**src/rtl/dmem_ctrl.sv**
```systemverilog
// MEM-stage data-memory access controller: turns EX/MEM load/store requests into
// handshaked bus transactions, stalls the pipeline until completion, returns extended load data.
module dmem_ctrl #(
    parameter int unsigned TIMEOUT = 255
) (
    input  logic        clk,
    input  logic        reset,
    input  logic        exmem_mem_r,
    input  logic        exmem_mem_w,
    input  logic [31:0] exmem_addr,
    input  logic [1:0]  exmem_size,
    input  logic        exmem_load_signed,
    input  logic [31:0] exmem_wdata,
    output logic        mem_stall,
    output logic [31:0] mem_data,
    output logic        addr_err,
    output logic        bus_err,
    output logic        dbus_req,
    output logic        dbus_we,
    output logic [31:0] dbus_addr,
    output logic [3:0]  dbus_be,
    output logic [31:0] dbus_wdata,
    input  logic        dbus_ack,
    input  logic [31:0] dbus_rdata
);

    localparam logic [1:0] IDLE = 2'd0;
    localparam logic [1:0] BUSY = 2'd1;
    localparam logic [1:0] DONE = 2'd2;
    localparam logic [7:0] TMO_LAST = 8'(TIMEOUT - 1);

    logic [1:0]  state;
    logic [7:0]  tmo_cnt;
    logic [1:0]  lat_size;
    logic        lat_signed;
    logic [1:0]  lat_off;

    logic        req_any;
    logic        is_byte;
    logic        is_half;
    logic        is_word;
    logic        misaligned;
    logic [3:0]  be_next;
    logic [31:0] wdata_next;
    logic [7:0]  byte_lane;
    logic [15:0] half_lane;
    logic [31:0] load_ext;

    always_comb begin
        req_any    = exmem_mem_r | exmem_mem_w;
        is_byte    = (exmem_size == 2'd0);
        is_half    = (exmem_size == 2'd1);
        is_word    = exmem_size[1];
        misaligned = (is_half & exmem_addr[0]) | (is_word & (|exmem_addr[1:0]));
        addr_err   = req_any & misaligned;
        mem_stall  = req_any & ~addr_err & (state != DONE);
    end

    // Lane enables and lane-replicated store data for the request being launched
    always_comb begin
        be_next    = 4'b1111;
        wdata_next = exmem_wdata;
        if (is_byte) begin
            be_next    = 4'b0001 << exmem_addr[1:0];
            wdata_next = {4{exmem_wdata[7:0]}};
        end else if (is_half) begin
            be_next    = exmem_addr[1] ? 4'b1100 : 4'b0011;
            wdata_next = {2{exmem_wdata[15:0]}};
        end
    end

    // Extension uses the latched size/sign/offset so upstream changes during BUSY are harmless
    always_comb begin
        case (lat_off)
            2'd0:    byte_lane = dbus_rdata[7:0];
            2'd1:    byte_lane = dbus_rdata[15:8];
            2'd2:    byte_lane = dbus_rdata[23:16];
            default: byte_lane = dbus_rdata[31:24];
        endcase
        half_lane = lat_off[1] ? dbus_rdata[31:16] : dbus_rdata[15:0];
        if (lat_size == 2'd0) begin
            load_ext = {{24{lat_signed & byte_lane[7]}}, byte_lane};
        end else if (lat_size == 2'd1) begin
            load_ext = {{16{lat_signed & half_lane[15]}}, half_lane};
        end else begin
            load_ext = dbus_rdata;
        end
    end

    always_ff @(posedge clk or negedge reset) begin
        if (!reset) begin
            state      <= IDLE;
            tmo_cnt    <= '0;
            lat_size   <= '0;
            lat_signed <= 1'b0;
            lat_off    <= '0;
            dbus_req   <= 1'b0;
            dbus_we    <= 1'b0;
            dbus_addr  <= '0;
            dbus_be    <= '0;
            dbus_wdata <= '0;
            mem_data   <= '0;
            bus_err    <= 1'b0;
        end else begin
            bus_err <= 1'b0;
            case (state)
                IDLE: begin
                    if (req_any && !misaligned) begin
                        state      <= BUSY;
                        tmo_cnt    <= '0;
                        dbus_req   <= 1'b1;
                        dbus_we    <= exmem_mem_w;
                        dbus_addr  <= {exmem_addr[31:2], 2'b00};
                        dbus_be    <= be_next;
                        dbus_wdata <= wdata_next;
                        lat_size   <= exmem_size;
                        lat_signed <= exmem_load_signed;
                        lat_off    <= exmem_addr[1:0];
                    end
                end
                BUSY: begin
                    // An ack in the timeout cycle still completes the access normally
                    if (dbus_ack) begin
                        state    <= DONE;
                        dbus_req <= 1'b0;
                        mem_data <= dbus_we ? 32'd0 : load_ext;
                    end else if (tmo_cnt == TMO_LAST) begin
                        state    <= DONE;
                        dbus_req <= 1'b0;
                        bus_err  <= 1'b1;
                        mem_data <= '0;
                    end else begin
                        tmo_cnt <= tmo_cnt + 8'd1;
                    end
                end
                DONE:    state <= IDLE;
                default: state <= IDLE;
            endcase
        end
    end

endmodule

```
**config.mk**
```make
export PLATFORM = sky130hd
export DESIGN_NAME = dmem_ctrl
export DESIGN_NICKNAME = d
export VERILOG_FILES = /design/src/rtl/dmem_ctrl.sv
export SDC_FILE = /design/constraint.sdc
export NUM_CORES = 1
export LEC_CHECK = 0
export BUFFER_PORTS_ARGS = -buffer_cell sky130_fd_sc_hd__clkbuf_2
export CAP_MARGIN = 30
export CORE_AREA = 3 3 170 139
export DETAILED_ROUTE_END_ITERATION = 10
export DIE_AREA = 0 0 173 142
export SETUP_SLACK_MARGIN = 0.1
export SLEW_MARGIN = 30
export SYNTH_ARGS = -nofsm -noshare
export SYNTH_HDL_FRONTEND = slang
export SYNTH_SLANG_ARGS = --single-unit
```
**constraint.sdc**
```tcl
create_clock -name clk -period 1.8 [get_ports clk]
set_clock_uncertainty 0.1 [all_clocks]
set_input_delay 0.36 -clock clk [delete_from_list [all_inputs] [get_ports clk]]
set_output_delay 0.36 -clock clk [all_outputs]
set_load 0.05 [all_outputs]
```
Word-level counts from Yosys, hierarchy flattened
Index checks and enable logic that the tools add are counted.
- bits of input ports: 104
- register bits: 116
- output and inout bits: 105
- equality and inequality tests: 11
- bitwise logic cells: 10
- reductions and logical operators: 14
- add/subtract/negate cells: 1
- shift operators: 1
- multiplexer cells: 27
- operator list (kind ; count):
    two-way mux 32 bit ; 7
    two-way mux 8 bit ; 3
    one-hot mux 8 bit (3 select lines) ; 1
    two-way mux 16 bit ; 1
    one-hot mux 8 bit (2 select lines) ; 1
    two-way mux 4 bit ; 3
    adder 8 x 1 -> 8 bit, second input constant ; 1
    == test 2 x 1 -> 1 bit, second input constant ; 4
    == test 8 bit, second input constant ; 1
    zero test 2 bit ; 4
    inequality test 2 bit, second input constant ; 4
    AND 1 bit ; 7
    two-way mux 1 bit ; 6
    two-way mux 2 bit ; 3
    AND reduction 2 bit ; 3
    one-hot mux 2 bit (2 select lines) ; 1
    AND reduction 4 bit ; 1
    nonzero test 2 bit ; 2
    << shifter 1 x 2 -> 4 bit, first input constant ; 1
    inequality test 3 bit, second input constant ; 1
    AND reduction 3 bit ; 1
    == test 2 bit, second input constant ; 1
    OR 1 bit ; 2
    one-hot mux 1 bit (2 select lines) ; 1
    other kinds (4) ; 4

Longest topological paths before layout
Gate-level depths: netlist of the first run.
- depth in word-level cells: 7
- mapped depth: 7
- mapped depth without buffers: 6

Worst setup path after synthesis of the first run
No wires, ideal clock.
- kind: in2out
- start point: in exmem_size[1]
- end point: out addr_err
- stages: 4
- arrival time: 1.893 ns
- path buffers: 2
- setup slack: -0.553 ns
- data required time: 1.340 ns
- cells stage by stage: buf_2 > nor2_1 > buf_2 > nor3_1
- longest elaborated chain between the ends: 4
- elaborated cells between the ends (all ways): 5
- RTL lines (what ; line ; RTL):
    start: declaration ; 11 ; input logic [1:0] exmem_size,
    == test 2 x 1 -> 1 bit ; 52 ; is_half = (exmem_size == 2'd1);
    AND 1 bit ; 54 ; misaligned = (is_half & exmem_addr[0]) | (is_word & (|exmem_addr[1:0]));
    OR 1 bit (*) ; 54 ;
    AND 1 bit (*) ; 55 ; addr_err = req_any & misaligned;
    end: declaration ; 16 ; output logic addr_err,
Every way passes the cells marked *; elsewhere a longest branch is shown, timed or not.

Worst setup path in the final report of the first run
- start point: reg lat_off[0]
- end point: reg mem_data[28]
- longest elaborated chain between the ends: 6
- elaborated cells between the ends (all ways): 8
- RTL lines (what ; line ; RTL):
    start: declaration ; 36 ; logic [1:0] lat_off;
    start signal: assignment ; 118 ; lat_off <= exmem_addr[1:0];
    == test 2 bit (tied with other cells) ; 74 ; case (lat_off)
    one-hot mux 8 bit (3 select lines) (*) ; 74 ;
    AND 1 bit (*) ; 82 ; load_ext = {{24{lat_signed & byte_lane[7]}}, byte_lane};
    two-way mux 32 bit (*) ; 81 ; if (lat_size == 2'd0) begin
    two-way mux 32 bit (*) ; 126 ; mem_data <= dbus_we ? 32'd0 : load_ext;
    two-way mux 32 bit (*) ; 123 ; if (dbus_ack) begin
    end signal: assignment ; 126 ;
    end: declaration ; 15 ; output logic [31:0] mem_data,
Marked as above.
A chain may end at the register's enable or synchronous reset.

==> results of run 1 <==
==> Yosys cell counts, types with 2 or more instances <==
master / instances / share of area
o2bb2ai_1: 7 / 0.011
xor2_1: 3 / 0.0048
nand2_1: 159 / 0.11
o21a_1: 2 / 0.0027
a22o_1: 8 / 0.013
dfrtp_1: 116 / 0.53
a221o_2: 6 / 0.012
nand4_1: 2 / 0.0023
inv_1: 20 / 0.014
clkbuf_1: 16 / 0.011
buf_1: 3 / 0.0020
o32a_1: 2 / 0.0036
or3_1: 3 / 0.0034
a31oi_1: 3 / 0.0034
nor2_1: 20 / 0.014
nor3_1: 9 / 0.0082
o211ai_1: 3 / 0.0041
o32ai_1: 7 / 0.011
ha_1: 2 / 0.0045
mux4_1: 7 / 0.033
buf_2: 13 / 0.012
buf_4: 3 / 0.0041
a221o_1: 17 / 0.031
a21oi_1: 20 / 0.018
nand3_1: 7 / 0.0064
o21ai_0: 29 / 0.026
nand2b_1: 4 / 0.0045
buf_6: 4 / 0.0082
o22ai_1: 9 / 0.010
mux2i_1: 24 / 0.044
==> per-stage QoR <==
| stage | hold slack, ns | cell area [um2] | TNS [ns] | setup WS, ns |
|---|---|---|---|---|
| 4_1_cts | 0.00243 | 7850 | -0.00521 | -0.00521 |
| 2_1_floorplan | -0.0356 | 5570 | 0 | 0.00874 |
| 3_3_place_gp | 0.314 | 7170 | -3.39 | -0.220 |
| 5_1_grt | 0.0153 | 7990 | -1.23 | -0.0777 |
| 3_5_place_dp | 0.312 | 7170 | -1.21 | -0.0852 |
| 6_report | 0.0273 | 7990 | -0.00626 | -0.00626 |
==> critical path: cells and delay by family, from the launching register on <==
kind,cells,cell delay (ns)
buffers and inverters,1,0.15
AND/OR/NAND/NOR,2,0.21
AO/OA/AOI/OAI,1,0.29
flip-flops,1,0.37
multiplexers,1,0.57
==> flip-flops by register name, summed over array words and instances (netlist names), 2 cells and up <==
register / cells
mem_data: 32
lat_off: 2
dbus_wdata: 32
lat_size: 2
dbus_be: 4
state: 2
tmo_cnt: 8
dbus_addr: 30
==> area by class of cell <==
| type | instances | area share |
|---|---|---|
| clock buffer | 17 | 0.0533 |
| clock inverter | 15 | 0.0255 |
| inverter | 20 | 0.00940 |
| multi-input combinational | 377 | 0.308 |
| sequential | 116 | 0.363 |
| tap | 306 | 0.0479 |
| timing repair buffer | 253 | 0.193 |
==> final timing paths <==
check / startpoint / endpoint / slack [ns]
hold / removal: exmem_addr[24] / dbus_addr[24] / 0.03
hold reg to reg: dbus_addr[28] / dbus_addr[28] / 0.38
max in group asynchronous: reset / dbus_wdata[0] / 0.66
setup reg to reg: lat_off[0] / mem_data[28] / -0.006
setup / recovery: lat_off[0] / mem_data[28] / -0.006
min in group asynchronous: reset / mem_data[17] / 0.38
==> power by group through the flow <==
stage / clock network (mW) / logic (mW) / registers [mW]
2_1_floorplan: 0 / 2.02 / 7.36
3_3_place_gp: 0 / 7.15 / 4.21
3_5_place_dp: 0 / 7.23 / 4.20
4_1_cts: 3.75 / 7.25 / 4.19
5_1_grt: 3.89 / 7.89 / 4.34
6_report: 3.66 / 7.40 / 4.19
==> cell families (layout without fill, tap and decap cells) <==
family,Yosys count,count (layout)
multiplexers,32,32
other,1,2
AO/OA/AOI/OAI,121,121
AND/OR/NAND/NOR,217,217
flip-flops,116,116
XOR/XNOR,3,3
buffers and inverters,59,305
adder cells (fa/ha/maj),2,2
==> layer usage <==
layer | track usage | up-vias | routed length [um] | share of wire
met5 | 0 | - | 7 | 0.00039
met4 | 0.0529 | 2 | 359 | 0.020
met3 | 0.0448 | 33 | 1140 | 0.063
met2 | 0.227 | 160 | 8590 | 0.47
met1 | 0.195 | 2405 | 8070 | 0.44
li1 | - | 2400 | - | -
==> what timing repair did <==
action,4_1_cts,5_1_grt
hold endpoints to repair,116,0
setup endpoints to repair,32,37
hold buffers,1,0
pin swaps,2,5
resized for setup,3,27
buffers inserted,2,2
cloned,0,2
==> implementation parameters, run 1 <==
Parameter                              Value

Status
  Result of the run ... complete, but fails checks
  Failing checks ... negative setup slack

Power
  P_int ... 7.95 mW
  Sequential Power Share ... 0.275
  Fraction of power consumed by the clock network ... 0.240
  Net Sw Frac ... 0.479
  Switching power summed over all nets ... approximately 7.3 mW
  Worst vdd rail ir drop ... 0.901 mV
  Leakage power total ... just over 4 nW
  Final total power ... between 15 and 20 mW
  Power density over the cells ... roughly 1900 nW/um2
  Power share of the combinational group ... 0.485

Detailed routing
  Vias per inst ... ~4.5
  Initial drt markers ... between 200 and 300
  DRT antenna net count ... 0
  Detailed-route wire length ... between 15 and 20 mm
  Initial DRT Pass Iterations ... 4
  Total number of vias ... approximately 5.0k
  WL/cell ... about 16 um
  Number of remaining DRC errors ... 0

GRT
  Global route overflow ... 0
  Number of antenna violations at the first check in global routing ... 1
  Overall Global Routing Usage ... 0.146
  Wire length of the first global-routing pass ... between 20 and 30 mm
  Number of global-route vias before repair ... between 5k and 6k
  Pin count of the biggest net entering global routing ... between 70 and 80

Timing
  Final Max Slew Viols ... 0
  Final number of hold-violating endpoints ... 0
  Final critical delay including setup and external delays ... approximately 1.8 ns
  Slew Limit Headroom ... 0.597
  Actual slew at the worst max-slew pin ... 0.605 ns
  Setup-violating endpoint count in the final report ... 1
  Final clock period utilization by the worst path ... 1.00
  RSZ-0062 raised after global routing ... true
  Fmax ... between 500 and 600 MHz
  Fin worst setup slack ... -0.00626 ns

Layout
  Number of fill cells ... around 2.3k
  Final antenna diode count ... 0
  Core occupancy in the finished layout ... 0.360
  Most frequent cells in the layout ... clkbuf_2 (203), nand2_1 (159), dfrtp_1 (116)
  Sequential cell area in the final layout ... about 2900 um2
  Relative area change from synthesis to final layout ... 45.1%
  Cell Count, Final, Fillers Out ... around 1.1k
  Post-layout net count ... about 900
  Area used by multi-input combinational logic ... approximately 2500 um2
  Commonest non-fill, non-tap cell in the layout ... clkbuf_2
  Layout cell share with drive strength beyond 1 ... 0.414

Critical path
  Delay of the slowest critical-path stage ... roughly 0.57 ns
  Worst setup path category ... reg -> reg
  Data arrival time of the worst path ... ~2.0 ns
  R2R depth ... 5
  Sort of element at the end of the critical path ... flip-flop
  Sequence of cells on the critical path ... mux4_2, nor2_4, nor4_4, buf_12, a221o_2
  Required arrival time at the worst endpoint ... 2.00 ns
  Startpoint type of the worst setup path ... flip-flop
  CP max FO ... 8
  Critical-path cell with the highest stage delay ... mux4_2

Synthesis
  Post-synth top flop ... dfrtp_1
  EDFF count, synth ... 0
  Count of mapped cells out of synthesis ... 551
  Synth Area in Simple Gates ... 0.171
  Number of synthesized register bits ... ~120
  Sequential-to-total area share from yosys stat ... 0.527
  Number of synthesis warnings ... 0
  Mapped Avg Cell Area ... about 10 um2
  Share of synthesized area spent on multiplexers ... 0.0812
  Combinational family with the most area after synthesis ... simple AND/OR/NAND/NOR gates
  Distinct cells, synth ... 53
  Proportion of synthesized flip-flops having asynchronous set or reset ... 1.00
  Netlist Area Pre-Place ... about 5500 um2
  Synth Area in XOR/XNOR ... 0.00477
  Adder-cell share of the synthesized area ... 0.00455
  Synth Area in Compound Gates ... 0.160

Floorplanning
  Die area ... 24,600 um2
  Core Footprint ... 22,200 um2
  Overall die height ... around 140 um
  DIE WIDTH ... approximately 170 um
  Placement Rows ... between 40 and 50
  Initial cell density of the core ... 0.248
  I/O Pins ... approximately 210

CTS
  Clock tree from TritonCTS ... yes
  Latest clock arrival within the worst-skew pair ... 0.42 ns
  Number of CTS-inserted buffers ... 17
  Clock transition at path regs ... 0.06 ns
  Root buffer cell ... clkbuf_16
  Count of H-tree levels built during CTS ... 4
  Clock tree buffer depth ... 2
  CTS Sinks ... ~120

Min path
  Type of the most critical hold path ... in -> reg
  Hold Path Cell Cnt ... 3

Place
  Detailed placer's ending HPWL ... ~13 mm
  PortBufs ... 206
  Routability congestion estimate ... around 0.82
  Placed Cells incl. Taps ... between 1k and 1.5k

Job
  Max-cap check violation count ... 0
No activity file was read; power rests on OpenSTA's default activity.
==> inputs of run 2 (changes only) <==
PLACE_DENSITY = 0.58   (was not set)
==> implementation parameters, run 2 (synthesized netlist as in run 1, its figures left out) <==
Parameter                              Value

Timing
  Fmax ... between 500 and 600 MHz
  Final number of hold-violating endpoints ... 0
  RSZ-0062 raised after global routing ... true
  Setup-violating endpoint count in the final report ... 0
  Final Max Slew Viols ... 0
  Fin worst setup slack ... between 0.003 and 0.004 ns
  Final clock period utilization by the worst path ... 0.998
  Final critical delay including setup and external delays ... between 1.5 and 2 ns
  Setup TNS Final ... 0 ns

Layout
  Number of fill cells ... 2,269
  Core occupancy in the finished layout ... 0.368
  Leading registers by flop count ... dbus_wdata (32), mem_data (32), dbus_addr (30)
  Area used by multi-input combinational logic ... 2520 um2
  Layout cell share with drive strength beyond 1 ... 0.416
  Relative area change from synthesis to final layout ... 48.3%
  Commonest non-fill, non-tap cell in the layout ... clkbuf_2
  Post-layout net count ... 894
  Sequential cell area in the final layout ... 2900 um2
  Cell Count, Final, Fillers Out ... between 1k and 1.5k
  Most frequent cells in the layout ... clkbuf_2 (200), nand2_1 (151), dfrtp_1 (116)
  Layout Cell Area excl Fill ... 8160 um2

Critical path
  CP max FO ... 16
  Flop2flop setup slack ... 0.003 ns
  Critical R2R Launch ... lat_off[0]
  Worst setup path category ... reg -> reg
  Critical Path Start ... lat_off[0]
  Sort of element at the end of the critical path ... flip-flop
  Data arrival time of the worst path ... approximately 2.0 ns
  Startpoint type of the worst setup path ... flip-flop
  R2R depth ... 5
  Setup crit end ... mem_data[29]
  Worst reg2reg path endpoint ... mem_data[29]
  Required arrival time at the worst endpoint ... 1.99 ns

Floorplanning
  Die area ... roughly 25,000 um2
  Initial cell density of the core ... 0.248
  Overall die height ... between 100 and 150 um
  Placement Rows ... about 50
  Core Footprint ... ~22,000 um2
  DIE WIDTH ... about 170 um
  I/O Pins ... roughly 210

Place
  Post-placement cell area ... between 7000 and 8000 um2
  Routability congestion estimate ... about 0.87
  Post-Place Setup Slack ... -0.0259 ns
  Placed Cells incl. Taps ... roughly 1.1k
  Detailed placer's ending HPWL ... 13.0 mm
  PortBufs ... approximately 200

GRT
  Overall Global Routing Usage ... 0.141
  Number of antenna violations at the first check in global routing ... 0
  Global route overflow ... 0
  Number of global-route vias before repair ... ~4.9k
  Wire length of the first global-routing pass ... roughly 27 mm
  Pin count of the biggest net entering global routing ... 65

Detailed routing
  Initial DRT Pass Iterations ... 4
  WL/cell ... around 16 um
  Initial drt markers ... ~260
  Number of remaining DRC errors ... 0
  Vias per inst ... about 4.5
  DRT antenna net count ... 0
  Detailed-route wire length ... 18.1 mm
  Total number of vias ... between 4k and 5k

CTS
  Clock transition at path regs ... approximately 0.05 ns
  Clock tree buffer depth ... 2
  Clock tree from TritonCTS ... yes
  Root buffer cell ... clkbuf_16
  CTS Sinks ... about 120
  Latest clock arrival within the worst-skew pair ... around 0.40 ns
  Number of CTS-inserted buffers ... 17
  Count of H-tree levels built during CTS ... 4

Status
  Result of the run ... complete, no violations

Min path
  Type of the most critical hold path ... in -> reg
  Hold Path Cell Cnt ... 3

Job
  Max-cap check violation count ... 0

Power
  Power density over the cells ... 1880 nW/um2
  Worst vdd rail ir drop ... just under 0.8 mV
  Leakage power total ... about 4.1 nW
==> run 2: area by class of cell <==
type / count / area share
Sequential cell: 116 / 0.356
Multi-Input combinational cell: 377 / 0.308
Timing Repair Buffer: 256 / 0.203
Clock buffer: 21 / 0.0552
Tap cell: 306 / 0.0469
Clock inverter: 11 / 0.0216
Inverter: 20 / 0.00950
Antenna cell: 1 / 0.000307
==> run 2: timing repair <==
action                                  in CTS  in global routing
pin swaps                                    2                  8
endpoints found under the setup margin      26                 59
buffers inserted                             4                  4
resized for setup                            6                 61
endpoints found under the hold margin       99                  0
hold buffers                                 1                  0
cloned                                       0                  5
==> run 2: worst min-delay path by stage <==
stage              startpoint            end  slack (ns)
6_report        exmem_addr[6]   dbus_addr[6]        0.04
2_1_floorplan           reset        bus_err       -0.04
3_3_place_gp            reset   mem_data[18]        0.11
3_5_place_dp            reset   mem_data[18]        0.12
4_1_cts        exmem_addr[24]  dbus_addr[24]        0.02
5_1_grt         exmem_addr[5]   dbus_addr[5]        0.04
==> run 2: routing by layer <==
metal / wire [um] / up-vias / part of all wire / track usage
li1: - / 2424 / - / -
met1: 8300 / 2354 / 0.46 / 0.193
met2: 8320 / 147 / 0.46 / 0.216
met3: 950 / 31 / 0.052 / 0.0355
met4: 542 / 0 / 0.030 / 0.0593
met5: 0 / - / 0 / 0
==> run 2: worst max-delay path, stage by stage, from the launching register on <==
cell,delay (ns)
dfrtp_1,0.37
mux4_2,0.57
nor2_4,0.12
nor4_4,0.06
buf_12,0.16
a221o_2,0.30
==> run 2: through the flow <==
step	hold WS, ns	power [mW]
2_1_floorplan	-0.0356	9.38
4_1_cts	0.0177	15.1
6_report	0.0391	15.3
3_5_place_dp	0.116	11.4
5_1_grt	0.0388	16.1
3_3_place_gp	0.112	11.3
==> run 2: report_power, final <==
group / switching [mW] / leakage [nW] / internal, mW
sequential: 0.625 / 1.46 / 3.60
combinational: 5.38 / 2.37 / 2.10
clock: 1.24 / 0.302 / 2.36
==> inputs of run 3 (changes only) <==
SETUP_SLACK_MARGIN = 0.4   (was 0.1)
==> implementation parameters, run 3 (synthesized netlist as in run 1, its figures left out) <==
Parameter                              Value

Status
  Result of the run ... complete, but fails checks
  Failing checks ... negative setup slack

Critical path
  Critical R2R Launch ... lat_off[0]
  R2R depth ... 5
  Sort of element at the end of the critical path ... flip-flop
  Data arrival time of the worst path ... about 2.0 ns
  Worst reg2reg path endpoint ... mem_data[24]
  Required arrival time at the worst endpoint ... ~2 ns
  Flop2flop setup slack ... -0.04 ns
  Worst setup path category ... reg -> reg
  CP max FO ... 8
  Startpoint type of the worst setup path ... flip-flop

Min path
  Type of the most critical hold path ... in -> reg
  Hold Path Cell Cnt ... 3
  Endpoint of the worst hold-timing path ... dbus_addr[15]
  Worst Min Path Start ... exmem_addr[15]

Detailed routing
  Vias per inst ... approximately 4.7
  Detailed-route wire length ... between 20 and 25 mm
  Total number of vias ... between 5k and 6k
  Initial drt markers ... around 370
  WL/cell ... roughly 19 um
  Number of remaining DRC errors ... 0
  Initial DRT Pass Iterations ... 5
  DRT antenna net count ... 0

Layout
  Sequential cell area in the final layout ... slightly below 3000 um2
  Leading registers by flop count ... dbus_wdata (32), mem_data (32), dbus_addr (30)
  Most frequent cells in the layout ... dfrtp_1 (115), buf_4 (107), buf_8 (101)
  Area used by multi-input combinational logic ... approximately 3300 um2
  Relative area change from synthesis to final layout ... 104%
  Number of fill cells ... 1,915
  Layout cell share with drive strength beyond 1 ... 0.660
  Layout Cell Area excl Fill ... around 11,000 um2
  Post-layout net count ... between 1k and 1.5k
  Commonest non-fill, non-tap cell in the layout ... dfrtp_1

CTS
  Clock transition at path regs ... 0.06 ns
  Number of CTS-inserted buffers ... 17
  Latest clock arrival within the worst-skew pair ... roughly 0.4 ns
  CTS Sinks ... about 120
  Clock tree buffer depth ... 2
  Clock tree from TritonCTS ... yes
  Count of H-tree levels built during CTS ... 4
  Root buffer cell ... clkbuf_16

Floorplanning
  Die area ... approximately 25,000 um2
  Initial cell density of the core ... 0.248
  Overall die height ... approximately 140 um
  Core Footprint ... around 22,000 um2
  Placement Rows ... 49
  DIE WIDTH ... 173 um
  I/O Pins ... 209

Power
  Worst vdd rail ir drop ... around 1.3 mV
  Final total power ... between 20 and 25 mW
  Leakage power total ... ~5.4 nW
  Power density over the cells ... 1810 nW/um2

Timing
  Fin worst setup slack ... -0.0376 ns
  Final critical delay including setup and external delays ... 1.84 ns
  RSZ-0062 raised after global routing ... true
  Final number of hold-violating endpoints ... 0
  Final clock period utilization by the worst path ... 1.02
  Fmax ... roughly 540 MHz
  Final Max Slew Viols ... 0
  Setup-violating endpoint count in the final report ... 14

Place
  Routability congestion estimate ... 0.806
  PortBufs ... 206
  Post-Place Setup Slack ... -0.0802 ns
  Detailed placer's ending HPWL ... between 10 and 15 mm
  Post-placement cell area ... about 7300 um2

Job
  Max-cap check violation count ... 0

GRT
  Pin count of the biggest net entering global routing ... ~60
  Number of antenna violations at the first check in global routing ... 1
  Global route overflow ... 0
  Number of global-route vias before repair ... around 6k
  Overall Global Routing Usage ... 0.177
  Wire length of the first global-routing pass ... approximately 34 mm
[run 3: timing repair]
action	CTS	global route
endpoints found under the hold margin	116	0
hold buffers	1	0
endpoints found under the setup margin	217	217
cloned	16	4
resized for setup	398	217
pin swaps	120	59
buffers inserted	74	26
[run 3: worst max-delay path by stage]
stage	from	to	slack, ns
after floorplan	lat_off[0]	mem_data[16]	0.009
after global placement	state[1]	mem_data[25]	-0.17
after detailed placement	lat_off[0]	mem_data[25]	-0.08
after CTS	lat_off[0]	mem_data[24]	-0.03
after global routing	lat_off[0]	mem_data[27]	-0.09
final	lat_off[0]	mem_data[24]	-0.04
[run 3: layer usage]
layer	vias up	track usage	wire length [um]
li1	2638	-	-
met1	2873	0.237	9800
met2	198	0.285	11400
met3	30	0.0491	1280
met4	0	0.0503	461
met5	-	0	0
[run 3: final cells by class]
type	count	share of cell area
clock inverter	11	0.00913
multi-input combinational	377	0.293
antenna	1	0.000223
clock buffer	21	0.0428
timing repair buffer	365	0.355
tap	306	0.0341
inverter	20	0.00690
sequential	116	0.258
[run 3: per-stage QoR]
| step | TNS [ns] | utilization | cells | hold WS, ns |
|---|---|---|---|---|
| final | -0.201 | 0.506 | 1217 | 0.0436 |
| after global routing | -1.96 | 0.506 | 1217 | 0.0294 |
| after CTS | -0.148 | 0.468 | 1186 | 0.0245 |
| after detailed placement | -1.24 | 0.329 | 1063 | 0.0794 |
| after global placement | -2.61 | 0.329 | 1063 | 0.0785 |
| after floorplan | 0 | - | 552 | -0.0356 |
[run 3: power by group]
group          internal, mW  total (mW)  switching [mW]
combinational          5.82        12.4            6.56
clock                  2.04        3.34            1.30
sequential             3.60        4.62            1.02
total                  11.5        20.3            8.87
[run 3: worst max-delay path: stages (launching register included)]
cell and delay [ns]:
dfrtp_1 0.38, mux4_2 0.59, nor2_4 0.13, nor4_4 0.07, buf_12 0.15, a221o_2 0.30
